[src/rtl/decodificador_pkg.sv]
// Shared definitions for the BCD-to-display decoder.
// Holds the BLANK digit code, the active-low segment patterns ({g,f,e,d,c,b,a})
// and the digit type used by the top module and by the segment decoder.
package decodificador_pkg;

    typedef logic [3:0] digit_t;

    localparam digit_t     BLANK     = 4'hF;
    localparam logic [6:0] SEG_BLANK = 7'h7F;

    localparam logic [6:0] SEG_0 = 7'b1000000;
    localparam logic [6:0] SEG_1 = 7'b1111001;
    localparam logic [6:0] SEG_2 = 7'b0100100;
    localparam logic [6:0] SEG_3 = 7'b0110000;
    localparam logic [6:0] SEG_4 = 7'b0011001;
    localparam logic [6:0] SEG_5 = 7'b0010010;
    localparam logic [6:0] SEG_6 = 7'b0000010;
    localparam logic [6:0] SEG_7 = 7'b1111000;
    localparam logic [6:0] SEG_8 = 7'b0000000;
    localparam logic [6:0] SEG_9 = 7'b0010000;

endpackage

[src/rtl/decodificador_bcd_display_bcd_para_7seg.sv]
// bcd_para_7seg: combinational BCD digit to common-anode 7-segment decoder.
// Ports:
//   digit_i  - 4-bit digit; 0..9 decode to numerals, 10..15 (incl. BLANK) go dark
//   seg_n_o  - active-low segments {g,f,e,d,c,b,a}
module bcd_para_7seg
    import decodificador_pkg::*;
(
    input  digit_t     digit_i,
    output logic [6:0] seg_n_o
);

    always_comb begin
        seg_n_o = SEG_BLANK;
        unique case (digit_i)
            4'd0:    seg_n_o = SEG_0;
            4'd1:    seg_n_o = SEG_1;
            4'd2:    seg_n_o = SEG_2;
            4'd3:    seg_n_o = SEG_3;
            4'd4:    seg_n_o = SEG_4;
            4'd5:    seg_n_o = SEG_5;
            4'd6:    seg_n_o = SEG_6;
            4'd7:    seg_n_o = SEG_7;
            4'd8:    seg_n_o = SEG_8;
            4'd9:    seg_n_o = SEG_9;
            default: seg_n_o = SEG_BLANK;
        endcase
    end

endmodule

[src/rtl/decodificador_bcd_display.sv]
// decodificador_bcd_display: BCD digit store with multiplexed 7-segment scan.
// Digits enter a NUM_DIGITS-deep shift register (slot 0 = newest = rightmost),
// are scanned onto a common-anode display and the newest digit is re-expanded
// to a 10-bit one-hot code.
// Ports:
//   clk          - system clock, rising edge
//   reset        - asynchronous active-high reset
//   bcd_in       - digit to enter; values above 9 are stored as BLANK
//   load         - single-cycle strobe shifting bcd_in in (ignored when enablen=1)
//   clear        - synchronous blank of all slots, wins over load
//   enablen      - active-low enable; 1 darkens the display and blocks loads
//   seg_n        - registered active-low segments {g,f,e,d,c,b,a}
//   an_n         - registered active-low one-hot digit select
//   onehot       - registered one-hot of the newest digit, 0 when it is BLANK
//   digit_count  - number of valid digits held, saturating at NUM_DIGITS
// Build option: define ZERO_SUPPRESS_EN to blank leading zeros on the display.
module decodificador_bcd_display
    import decodificador_pkg::*;
#(
    parameter int unsigned NUM_DIGITS  = 4,
    parameter int unsigned REFRESH_DIV = 50000
) (
    input  logic                              clk,
    input  logic                              reset,
    input  logic [3:0]                        bcd_in,
    input  logic                              load,
    input  logic                              clear,
    input  logic                              enablen,
    output logic [6:0]                        seg_n,
    output logic [NUM_DIGITS-1:0]             an_n,
    output logic [9:0]                        onehot,
    output logic [$clog2(NUM_DIGITS+1)-1:0]   digit_count
);

    localparam int unsigned CntW = $clog2(NUM_DIGITS + 1);
    localparam int unsigned IdxW = $clog2(NUM_DIGITS);
    localparam int unsigned PreW = $clog2(REFRESH_DIV);

    digit_t                slot_q [NUM_DIGITS];
    digit_t                slot_d [NUM_DIGITS];
    logic [CntW-1:0]       count_q, count_d;
    logic [PreW-1:0]       pre_q, pre_d;
    logic [IdxW-1:0]       idx_q, idx_d;
    logic [6:0]            seg_n_q, seg_n_d;
    logic [NUM_DIGITS-1:0] an_n_q, an_n_d;
    logic [9:0]            onehot_q, onehot_d;

    digit_t     scan_digit;
    digit_t     shown_digit;
    logic       suppress;
    logic [6:0] scan_seg_n;
    logic       bcd_valid;

    assign bcd_valid = (bcd_in <= 4'd9);

    // Digit store and valid-digit counter.
    always_comb begin
        slot_d  = slot_q;
        count_d = count_q;
        if (clear) begin
            for (int i = 0; i < NUM_DIGITS; i++) begin
                slot_d[i] = BLANK;
            end
            count_d = '0;
        end else if (load && !enablen) begin
            for (int i = NUM_DIGITS - 1; i > 0; i--) begin
                slot_d[i] = slot_q[i-1];
            end
            slot_d[0] = bcd_valid ? digit_t'(bcd_in) : BLANK;
            if (bcd_valid && (count_q < CntW'(NUM_DIGITS))) begin
                count_d = count_q + 1'b1;
            end
        end
    end

    // Free-running prescaler; the scan index steps on its terminal count.
    always_comb begin
        pre_d = pre_q + 1'b1;
        idx_d = idx_q;
        if (pre_q == PreW'(REFRESH_DIV - 1)) begin
            pre_d = '0;
            idx_d = (idx_q == IdxW'(NUM_DIGITS - 1)) ? '0 : idx_q + 1'b1;
        end
    end

    assign scan_digit = slot_q[idx_q];

`ifdef ZERO_SUPPRESS_EN
    // A zero is a leading zero when every older slot is BLANK or zero; slot 0
    // always shows so a lone 0 still reads "0".
    always_comb begin
        suppress = (idx_q != '0) && (scan_digit == 4'd0);
        for (int j = 0; j < NUM_DIGITS; j++) begin
            if ((j > int'(idx_q)) && (slot_q[j] != 4'd0) && (slot_q[j] != BLANK)) begin
                suppress = 1'b0;
            end
        end
    end
`else
    always_comb begin
        suppress = 1'b0;
    end
`endif

    assign shown_digit = suppress ? BLANK : scan_digit;

    bcd_para_7seg u_bcd_para_7seg (
        .digit_i (shown_digit),
        .seg_n_o (scan_seg_n)
    );

    always_comb begin
        if (enablen) begin
            an_n_d  = '1;
            seg_n_d = SEG_BLANK;
        end else begin
            an_n_d  = ~(NUM_DIGITS'(1) << idx_q);
            seg_n_d = scan_seg_n;
        end
        // Follows the newest slot as it is written, independent of enablen.
        onehot_d = (slot_d[0] <= 4'd9) ? (10'd1 << slot_d[0]) : '0;
    end

    always_ff @(posedge clk or posedge reset) begin
        if (reset) begin
            for (int i = 0; i < NUM_DIGITS; i++) begin
                slot_q[i] <= BLANK;
            end
            count_q  <= '0;
            pre_q    <= '0;
            idx_q    <= '0;
            seg_n_q  <= SEG_BLANK;
            an_n_q   <= '1;
            onehot_q <= '0;
        end else begin
            slot_q   <= slot_d;
            count_q  <= count_d;
            pre_q    <= pre_d;
            idx_q    <= idx_d;
            seg_n_q  <= seg_n_d;
            an_n_q   <= an_n_d;
            onehot_q <= onehot_d;
        end
    end

    assign seg_n       = seg_n_q;
    assign an_n        = an_n_q;
    assign onehot      = onehot_q;
    assign digit_count = count_q;

endmodule

[config.mk]
export PLATFORM = sky130hd
export DESIGN_NAME = decodificador_bcd_display
export DESIGN_NICKNAME = d
export VERILOG_FILES = /design/src/rtl/decodificador_pkg.sv /design/src/rtl/decodificador_bcd_display_bcd_para_7seg.sv /design/src/rtl/decodificador_bcd_display.sv
export SDC_FILE = /design/constraint.sdc
export NUM_CORES = 1
export LEC_CHECK = 0
export ABC_AREA = 1
export BUFFER_PORTS_ARGS = -buffer_cell sky130_fd_sc_hd__buf_2
export CORE_ASPECT_RATIO = 1.75
export CORE_MARGIN = 5
export CORE_UTILIZATION = 50
export DETAILED_ROUTE_END_ITERATION = 7
export GPL_TIMING_DRIVEN = 0
export HOLD_SLACK_MARGIN = 0.08
export PLACE_DENSITY = 0.75
export SLEW_MARGIN = 20
export SYNTH_ARGS = -nofsm -noshare
export SYNTH_HDL_FRONTEND = slang
export SYNTH_SLANG_ARGS = --single-unit
[constraint.sdc]
create_clock -name clk -period 4.13 [get_ports clk]
set_input_delay 0.6195 -clock clk [delete_from_list [all_inputs] [get_ports clk]]
set_output_delay 0.6195 -clock clk [all_outputs]
set_load 0.01 [all_outputs]
==> out/metrics.cfg <==
[cells_and_area]
num-fill-cells = 524
layout-drive-gt1-share = 0.264
nNetsFinal = 398
syn_to_final_growth_pct = 16.5
n_antenna_cell = 0

[synthesis]
syn_area_mm2 = 0.00290
avgSynthCellArea_um2 = 8.64
synthesis.nets = 355
ys.flop_type = dfrtp_1
synthDominantCellAreaShare = 0.268
synth-seq-cells = 58
synth_most_common_cell = nand2_1
syn_inst = 335
yosys.area.top_type = dfrtp_1
synth-seq-area-share = 0.513
synth_edf_count = 0
postSynth.asyncResetShare = 1.00
synth.distinct_cells = 31
yosysWarnings = 0
synth_area_leaders = dfrtp_1, dfstp_2, nand2_1
synth_common_cells = nand2_1, nor2_1, inv_1

[grt]
grt_max_degree = 59
overflow = 0
grt_pass1_wl_um = 9600
antenna_found_initial = 0
grt_pass1_vias = 2251
grt_use_total = 0.167

[outcome]
outcome = finished clean

[critical_path]
cp.required_ps = 4380
crit_buf_inv = 2
cp.arrival_ps = 1940
r2r_start = idx_q[1]
crit_path_cell_trace = inv_1, nand3_1, nand2_1, inv_1, ha_1, nand3b_1, nand3_1, nand2_1
cp_top_family = simple AND/OR/NAND/NOR gates
r2r_end = seg_n[6]
cp_max_fo = 8
startpoint_type = register
r2r_cells = 8
crit_slowest_cell = dfrtp_1
criticalPathCategory = register to register
slowest_delay_ps = 480
startpoint = idx_q[1]
cp-end-kind = register
worst-r2r-setup-slack_ps = 2440

[placement]
io_buffers = 32
dpl.hpwl_um = 3990
gp_congestion = 0.828

[pwr]
ir_worst_vdd_v = 0.000246
powerDensity_mw_per_mm2 = 364
leakage_nw = 1.78

[timing]
rsz0062_at_grt = no
max_slew.worst_pin.slew_ps = 672
final_max_slew_viol_count = 0
setup_violations = 0
relSlewSlack = 0.552
fin_worst_skew_ps = 13.9
holdWs_ps = 382
setup_tns_ps = 0
clock.fmax_ghz = 0.592
period_share = 0.409
hold_viol_final = 0
period_minus_slack_ps = 1690

[routing]
num_vias = 2167
drt_iter0_markers = 94
routedWlPerCell_um = 11.6
vias_per_cell = 4.72
drc = 0
ant_nets = 0
drt-pass1-iter-count = 4
wirelength_um = 5310

[die]
rows = 36
die_area_mm2 = 0.00747
num_io_pins = 33
die_height_um = 111
initial_core_util = 0.518
die_w_um = 67.5
core_mm2 = 0.00559

[cts]
cts_hold_buf = 0
cts_tree = built
cts_root_buffer = clkbuf_8
htreeDepth = 3
post-cts-setup-buffers = 0
cts_buffer_depth = 2
path_clk_slew_ps = 70
cts_resized = 0
insertion_delay_ps = 340
numCtsBuffers = 9
cts_num_sinks = 58

[flow_run]
drv_cap = 0

[hold_path]
hp-class = input port to async pin

layout make-up:
class | count | area (um2) | share of cell area
buffer | 2 | 16.3 | 0.00482
tap | 76 | 95.1 | 0.0282
timing repair buffer | 32 | 160 | 0.0475
clock inverter | 5 | 77.6 | 0.0230
sequential | 58 | 1490 | 0.440
inverter | 50 | 200 | 0.0594
clock buffer | 11 | 141 | 0.0419
multi-input combinational | 225 | 1200 | 0.355
worst register-to-register path: stages, from the launching register on:
cell and delay [ps]:
dfrtp_1 480, inv_1 230, nand3_1 110, nand2_1 190
inv_1 110, ha_1 190, nand3b_1 160, nand3_1 90
nand2_1 50
placed cells by master, fill, tap and decap left out, types with 2 or more instances in the layout:
cell and instances:
bufinv_16 2, inv_2 5, buf_2 33, dfstp_2 27, o21ai_0 3, a21oi_1 11, o21bai_1 3, ha_1 11
inv_1 42, nor2_1 44, nor3_1 4, xor2_1 5, nand2_1 93, nand3_1 21, nand4_1 2, inv_4 2
nand2_8 2, a22oi_1 6, nand3b_1 3, nand2_4 4, nand3_2 2, dfrtp_1 31, clkinv_2 2, nand2_2 4
clkbuf_8 10
report_power, final:
group | switching, mW | internal (mW) | leakage [nW] | total, mW
combinational | 0.0502 | 0.0208 | 0.968 | 0.0711
sequential | 0.00354 | 0.580 | 0.702 | 0.584
clock | 0.217 | 0.354 | 0.109 | 0.571
flip-flops by register name, summed over array words and instances, names as in the netlist:
name,count
digit_count,3
an_n,4
onehot,10
pre_q,16
seg_n,7
slot_q,16
idx_q,2
through the flow:
stage	instance area, um2	worst slack [ps]	power [mW]	std cells	util
6_report	3370	2440	1.23	459	0.604
5_1_grt	3370	2270	1.28	459	0.604
4_1_cts	3370	2420	1.24	459	0.604
3_5_place_dp	3150	2370	0.665	443	0.565
3_3_place_gp	3150	1460	0.663	443	0.564
2_1_floorplan	2900	2130	0.643	335	-
layer usage:
layer	wire, um	up-vias	GRT usage
met5	0	-	0
met4	89	0	0.0637
met3	257	10	0.0538
met2	2910	42	0.288
met1	2060	991	0.182
li1	-	1124	-
cells by family after synthesis:
family / synth area share
AOI/OAI and AO/OA: 0.0605
and+or+nand+nor: 0.290
DFF: 0.513
xor gates and xnor gates: 0.0151
adders and majority gates: 0.0475
buffers and inverters: 0.0739
how the worst max path moves through the flow:
stage          slack (ps)  depth (start not counted)        endpoint
5_1_grt              2270                          8        seg_n[5]
3_5_place_dp         2370                          6       onehot[4]
3_3_place_gp         1460                          2        idx_q[0]
6_report             2440                          8        seg_n[6]
2_1_floorplan        2130                          1  digit_count[0]
4_1_cts              2420                          8        seg_n[6]
Note: power is estimated with default switching activity, not from simulation.
